File: src/rtl/freq_counter_mc.sv
// freq_counter_mc: multi-channel gated edge counter.
// A single start handshake opens a common gate window of gate_cycles clocks.
// Each enabled channel counts synchronized edges (rising, or both) during the
// window. All results and overflow flags are latched together when the
// window closes and stay valid until the next measurement ends.
// Build option: define FREQ_MC_SATURATE_EN to make the working counters
// saturate at all-ones on overflow. When it is not defined they wrap.
module freq_counter_mc #(
    parameter int unsigned DATA_WIDTH  = 16,
    parameter int unsigned GATE_WIDTH  = 24,
    parameter int unsigned N_CHANNELS  = 4,
    parameter int unsigned SYNC_STAGES = 2
) (
    input  logic                             Clock,
    input  logic                             nReset,
    input  logic                             start,
    input  logic [GATE_WIDTH-1:0]            gate_cycles,
    input  logic [N_CHANNELS-1:0]            chan_en,
    input  logic                             both_edges,
    input  logic [N_CHANNELS-1:0]            in_wave,
    output logic                             busy,
    output logic                             done,
    output logic [N_CHANNELS*DATA_WIDTH-1:0] edge_count,
    output logic [N_CHANNELS-1:0]            overflow
);

    typedef enum logic [1:0] {S_IDLE, S_ARM, S_GATE, S_DONE} state_t;

    state_t                                  state_q;
    logic [GATE_WIDTH-1:0]                   gate_q;
    logic [GATE_WIDTH-1:0]                   gcnt_q;
    logic [N_CHANNELS-1:0]                   en_q;
    logic                                    both_q;
    logic                                    busy_q;
    logic                                    done_q;

    logic [SYNC_STAGES-1:0][N_CHANNELS-1:0]  sync_q;
    logic [N_CHANNELS-1:0]                   dly_q;
    logic [N_CHANNELS-1:0]                   pulse;

    logic [N_CHANNELS-1:0][DATA_WIDTH-1:0]   cnt_q, cnt_d;
    logic [N_CHANNELS-1:0]                   ovf_q, ovf_d;
    logic [N_CHANNELS-1:0][DATA_WIDTH-1:0]   res_q;
    logic [N_CHANNELS-1:0]                   res_ovf_q;

    logic                                    gate_last;
    logic                                    to_done;

    assign busy       = busy_q;
    assign done       = done_q;
    assign edge_count = res_q;
    assign overflow   = res_ovf_q;

    // Edge pulse from the last synchronizer stage and its delayed copy
    always_comb begin
        pulse = both_q ? (sync_q[SYNC_STAGES-1] ^ dly_q)
                       : (sync_q[SYNC_STAGES-1] & ~dly_q);
    end

    // Window end detection: last GATE cycle, or an empty window straight from ARM
    always_comb begin
        gate_last = (gcnt_q == (gate_q - GATE_WIDTH'(1)));
        to_done   = ((state_q == S_ARM) && (gate_q == '0)) ||
                    ((state_q == S_GATE) && gate_last);
    end

    // Input synchronizers and edge-detect delay flop, running in every state
    always_ff @(posedge Clock or negedge nReset) begin
        if (!nReset) begin
            sync_q <= '0;
            dly_q  <= '0;
        end else begin
            sync_q[0] <= in_wave;
            for (int unsigned k = 1; k < SYNC_STAGES; k++) begin
                sync_q[k] <= sync_q[k-1];
            end
            dly_q <= sync_q[SYNC_STAGES-1];
        end
    end

    // Next value of the working counters and sticky overflow bits
    always_comb begin
        cnt_d = cnt_q;
        ovf_d = ovf_q;
        if (state_q == S_ARM) begin
            cnt_d = '0;
            ovf_d = '0;
        end else if (state_q == S_GATE) begin
            for (int unsigned i = 0; i < N_CHANNELS; i++) begin
                if (en_q[i] && pulse[i]) begin
                    if (&cnt_q[i]) begin
                        ovf_d[i] = 1'b1;
`ifdef FREQ_MC_SATURATE_EN
                        cnt_d[i] = cnt_q[i];
`else
                        cnt_d[i] = '0;
`endif
                    end else begin
                        cnt_d[i] = cnt_q[i] + DATA_WIDTH'(1);
                    end
                end
            end
        end
    end

    // Working counter registers
    always_ff @(posedge Clock or negedge nReset) begin
        if (!nReset) begin
            cnt_q <= '0;
            ovf_q <= '0;
        end else begin
            cnt_q <= cnt_d;
            ovf_q <= ovf_d;
        end
    end

    // Control FSM with registered busy/done and the latched result bank
    always_ff @(posedge Clock or negedge nReset) begin
        if (!nReset) begin
            state_q   <= S_IDLE;
            gate_q    <= '0;
            gcnt_q    <= '0;
            en_q      <= '0;
            both_q    <= 1'b0;
            busy_q    <= 1'b0;
            done_q    <= 1'b0;
            res_q     <= '0;
            res_ovf_q <= '0;
        end else begin
            done_q <= 1'b0;
            // Results take the next-state counters so the final GATE cycle's edges are included
            if (to_done) begin
                res_q     <= cnt_d;
                res_ovf_q <= ovf_d;
            end
            case (state_q)
                S_IDLE: begin
                    if (start) begin
                        gate_q  <= gate_cycles;
                        en_q    <= chan_en;
                        both_q  <= both_edges;
                        busy_q  <= 1'b1;
                        state_q <= S_ARM;
                    end
                end
                S_ARM: begin
                    gcnt_q <= '0;
                    if (gate_q == '0) begin
                        busy_q  <= 1'b0;
                        done_q  <= 1'b1;
                        state_q <= S_DONE;
                    end else begin
                        state_q <= S_GATE;
                    end
                end
                S_GATE: begin
                    gcnt_q <= gcnt_q + GATE_WIDTH'(1);
                    if (gate_last) begin
                        busy_q  <= 1'b0;
                        done_q  <= 1'b1;
                        state_q <= S_DONE;
                    end
                end
                S_DONE: begin
                    state_q <= S_IDLE;
                end
                default: begin
                    state_q <= S_IDLE;
                end
            endcase
        end
    end

endmodule
File: config.mk
export PLATFORM = sky130hd
export DESIGN_NAME = freq_counter_mc
export DESIGN_NICKNAME = d
export VERILOG_FILES = /design/src/rtl/freq_counter_mc.sv
export SDC_FILE = /design/constraint.sdc
export NUM_CORES = 1
export LEC_CHECK = 0
export CORE_ASPECT_RATIO = 1.5
export CORE_MARGIN = 2
export CORE_UTILIZATION = 25
export CTS_BUF_LIST = sky130_fd_sc_hd__clkbuf_4
export DETAILED_ROUTE_END_ITERATION = 7
export PLACE_DENSITY = 0.42
export SYNTH_ARGS = -nofsm -noshare
export SYNTH_HDL_FRONTEND = slang
export SYNTH_SLANG_ARGS = --single-unit
export TNS_END_PERCENT = 5
File: constraint.sdc
create_clock -name Clock -period 5.34 [get_ports Clock]
set_clock_uncertainty 0.15 [all_clocks]
set_input_delay 1.068 -clock Clock [delete_from_list [all_inputs] [get_ports Clock]]
set_output_delay 1.068 -clock Clock [all_outputs]
set_load 0.05 [all_outputs]
==> impl_summary.md <==
Global routing
Across every metal layer, demand over resource in global routing totals 0.133. For this run the aggregate overflow at the end of global routing stands at 0. The via count of the first global-routing pass was 8266. Entering global routing, the biggest net connects 99 pins.

The number of antenna violations at the first check in global routing is 1. The first-pass GRT wire length is 45500 um.

Worst setup path
Across all register-to-register paths, the minimum setup slack is 1.19 ns. For the worst setup path, the data required time is 5.78 ns. In this design, the stage delay of the slowest critical-path cell is 0.59 ns.

Of all nets on the critical path, the largest fanout is 35. The startpoint identified for the worst register-to-register timing path is gate_q[0]. The kind of cell with the highest combined delay along the critical path is simple AND/OR/NAND/NOR gates. The signal on the critical path passes through inv_1, ha_1, or3b_2, a2111oi_0, o21a_1, o22ai_1, nor4_2, nand3_4, buf_12, mux2_4. The number of cells on the worst reg-to-reg path is 10.

For the worst setup path, the data arrival time is 4.59 ns. The type of origin of the critical path is a flop. The kind of critical path is flop to flop. The worst reg2reg path endpoint is edge_count[11].

The sum of buffers and inverters on the critical path is 2. The library cell contributing the largest single delay on the critical path is or3b_2. The worst setup path is captured at a flop.

Timing
The portion of the clock cycle consumed by the worst path in the final layout is 0.778. The number of hold-slack violations in the final timing report is 0. The clock period minus final worst setup slack is 4.15 ns. The measured slew at the worst slew-check pin is 1.02 ns. The total negative slack for setup checks is 0 ns. Timing would allow up to 241 MHz.

Setup violations remaining at the end of the flow were counted as 0. The worst relative slew slack is 0.317. The setup slack of the critical path after layout is 1.19 ns. Setup repair after global routing left no endpoint under its margin. The number of slew-limit violations in the final report was 0.

Die
The floorplan step defined a die boundary enclosing 43800 um2. The floorplan step set the die height to 255 um. For this configuration, the core starts out at a cell density of 0.252.

Measured along the x axis, the die boundary spans 172 um. The number of placement rows is 92. The number of top-level pins is 106. The area of the core is 41800 um2.

Synthesis
The synthesis warning total is 0. The average cell area after synthesis is 10.6 um2. Summed over all instances, the cell type with the most area after synthesis is dfrtp_1. For this run, the register share of the synthesized area comes to 0.487. Yosys mapped a number of flops with a built-in enable equal to 0.

Among all flip-flop cells after synthesis, the most frequent one is dfrtp_1. The share of synthesized area in the top cell type comes to 0.487. The synthesized netlist occupies a cell area of 10500 um2.

In the post-synthesis netlist, the biggest area contributors are dfrtp_1 (49%), mux2_2 (8.4%), and2_1 (4.3%). The count of state elements after synthesis is 205. Synthesis instantiated 63 different standard cells from the library. Of all flip-flops after synthesis, the portion carrying an async set or reset was 1.00. The net count after synthesis is 1047. Synthesis handed over a netlist of 995 instances.

Status
The flow ran to the end, and the final reports show no timing, DRC or antenna violations.

Detailed routing
The number of nets with antenna violations after detailed routing is 0. The overall routed net length is 28200 um. The number of vias per cell after detailed routing is 4.43. The routed layout has 7659 vias. The number of detailed-routing iterations run before antenna repair is 4. The wire length per cell after detailed routing is 16.3 um. The first routing iteration left 275 violations. For this run, design rule violations remaining after detail routing come to 0.

Hold path
The hold path depth is 0. For hold timing, the worst endpoint is sync_q[4]. The tightest min-delay check is of the flop to flop type. The start point of the worst hold path is sync_q[0].

Job
Across the run, the number of max-cap violations was 0.

Finish
At the end of the flow the core is filled with cells to 0.308. The ratio of cells with drive above 1 in the final layout is 0.184. The layout overhead on the synthesized area is 22.2%. The net count reported at finish is 1175.

Clock tree
The clock insertion delay at the later pin of the skew report is 0.71 ns. After clock tree synthesis, the flow added hold-fix buffers numbering 0. The number of setup buffers added after CTS is 0. TritonCTS built the clock tree. The cell at the root of the clock tree is clkbuf_4. The count of clock tree sinks is 205. The post-cts repair resize count is 0. After clock tree synthesis, the clock-pin slew on the worst setup and hold paths is 0.06 ns. The number of H-tree branching levels is 2. Buffers inserted during clock tree synthesis total 56.

The clock passes through at most 3 buffers.

Power
The power density over cell area is 354 nW/um2. The worst-case IR drop observed on VDD is 0.160 mV. In this run the static leakage power is 5.63 nW.

The design draws 4.56 mW.

Placement
The total of buffers placed on input and output ports is 105. Detailed placement finished with a half-perimeter wire length of 20000 um. The pre-CTS setup slack is 1.19 ns. The congestion estimate from routability-driven global placement came to 0.837.
-- how the worst max path moves through the flow --
| stage | startpoint | to | slack (ns) | cells past startpoint |
|---|---|---|---|---|
| finish | gate_q[0] | edge_count[11] | 1.19 | 10 |
| global route | gate_q[0] | edge_count[11] | 0.84 | 10 |
| CTS | gate_q[2] | edge_count[27] | 1.15 | 8 |
| detailed placement | gate_q[2] | edge_count[27] | 1.19 | 8 |
| global placement | gate_q[2] | overflow[0] | 1.22 | 8 |
| floorplan | gate_q[0] | edge_count[0] | 2.00 | 12 |
-- cell families after synthesis --
logic type	after synthesis	share of synthesized area
AOI/OAI and AO/OA	96	0.0599
xor gates and xnor gates	89	0.0754
adders and majority gates	16	0.0190
buffers and inverters	69	0.0312
DFF	205	0.487
muxes	107	0.119
and+or+nand+nor	413	0.209
-- worst reg2reg max path: stages (launching register included) --
cell       delay [ns]
dfrtp_1          0.43
inv_1            0.10
ha_1             0.21
or3b_2           0.59
a2111oi_0        0.43
o21a_1           0.20
o22ai_1          0.09
nor4_2           0.53
nand3_4          0.52
buf_12           0.42
mux2_4           0.39
-- routing by layer --
metal	vias up	global-route usage	part of all wire
met2	136	0.239	0.53
met5	-	0	0
met3	52	0.0263	0.036
met4	0	0.0523	0.030
li1	3760	-	-
met1	3711	0.151	0.41
-- sequential cells by signal, indices dropped and copies added (netlist names) --
signal / cells
overflow: 4
cnt_q: 64
edge_count: 64
busy: 1
gate_q: 24
en_q: 4
ovf_q: 4
done: 1
dly_q: 4
state_q: 2
gcnt_q: 24
sync_q: 8
both_q: 1
-- cell usage after synthesis, drive strengths merged (9+ instances only) --
cell    instances
mux2           95
and2           73
clkbuf         32
or3            15
ha             16
inv            23
and3           11
buf            14
o21ai          23
dfrtp         205
nand4          22
nor2          111
xnor2          38
xor2           50
mux2i          12
a21oi          24
nor2b           9
nor4           17
nand2          58
nand3          36
nor3           19
-- per-stage QoR --
step,area [um2],instances,hold WS (ns)
final,12900,1729,0.201
after global routing,12900,1729,0.214
after CTS,12900,1726,0.209
after detailed placement,12200,1629,0.188
after global placement,12200,1629,0.189
after floorplan,10500,995,0.181
-- report_power, final --
part           internal (mW)  total (mW)  switching [mW]
clock                  0.734        1.42           0.686
sequential              1.71        1.94           0.230
combinational          0.479        1.20           0.722
total                   2.92        4.56            1.64
-- cell usage in the layout (no fill, tap or decap), types with 24 or more instances in the layout --
cell type	instances
nand3_1	35
xnor2_1	38
mux2_2	79
clkbuf_4	80
clkdlybuf4s50_1	104
nor2_1	110
dfrtp_1	205
and2_1	73
xor2_1	50
a21oi_1	24
nand2_1	57
-- area by class of cell --
| type | instances | area, um2 |
|---|---|---|
| fill | 4371 | 28900 |
| sequential | 205 | 5130 |
| multi-input combinational | 721 | 5080 |
| timing repair buffer | 116 | 1160 |
| tap | 564 | 706 |
| clock buffer | 80 | 601 |
| clock inverter | 17 | 95.1 |
| inverter | 23 | 86.3 |
| antenna | 3 | 7.51 |
(Power assumes the default switching activity.)
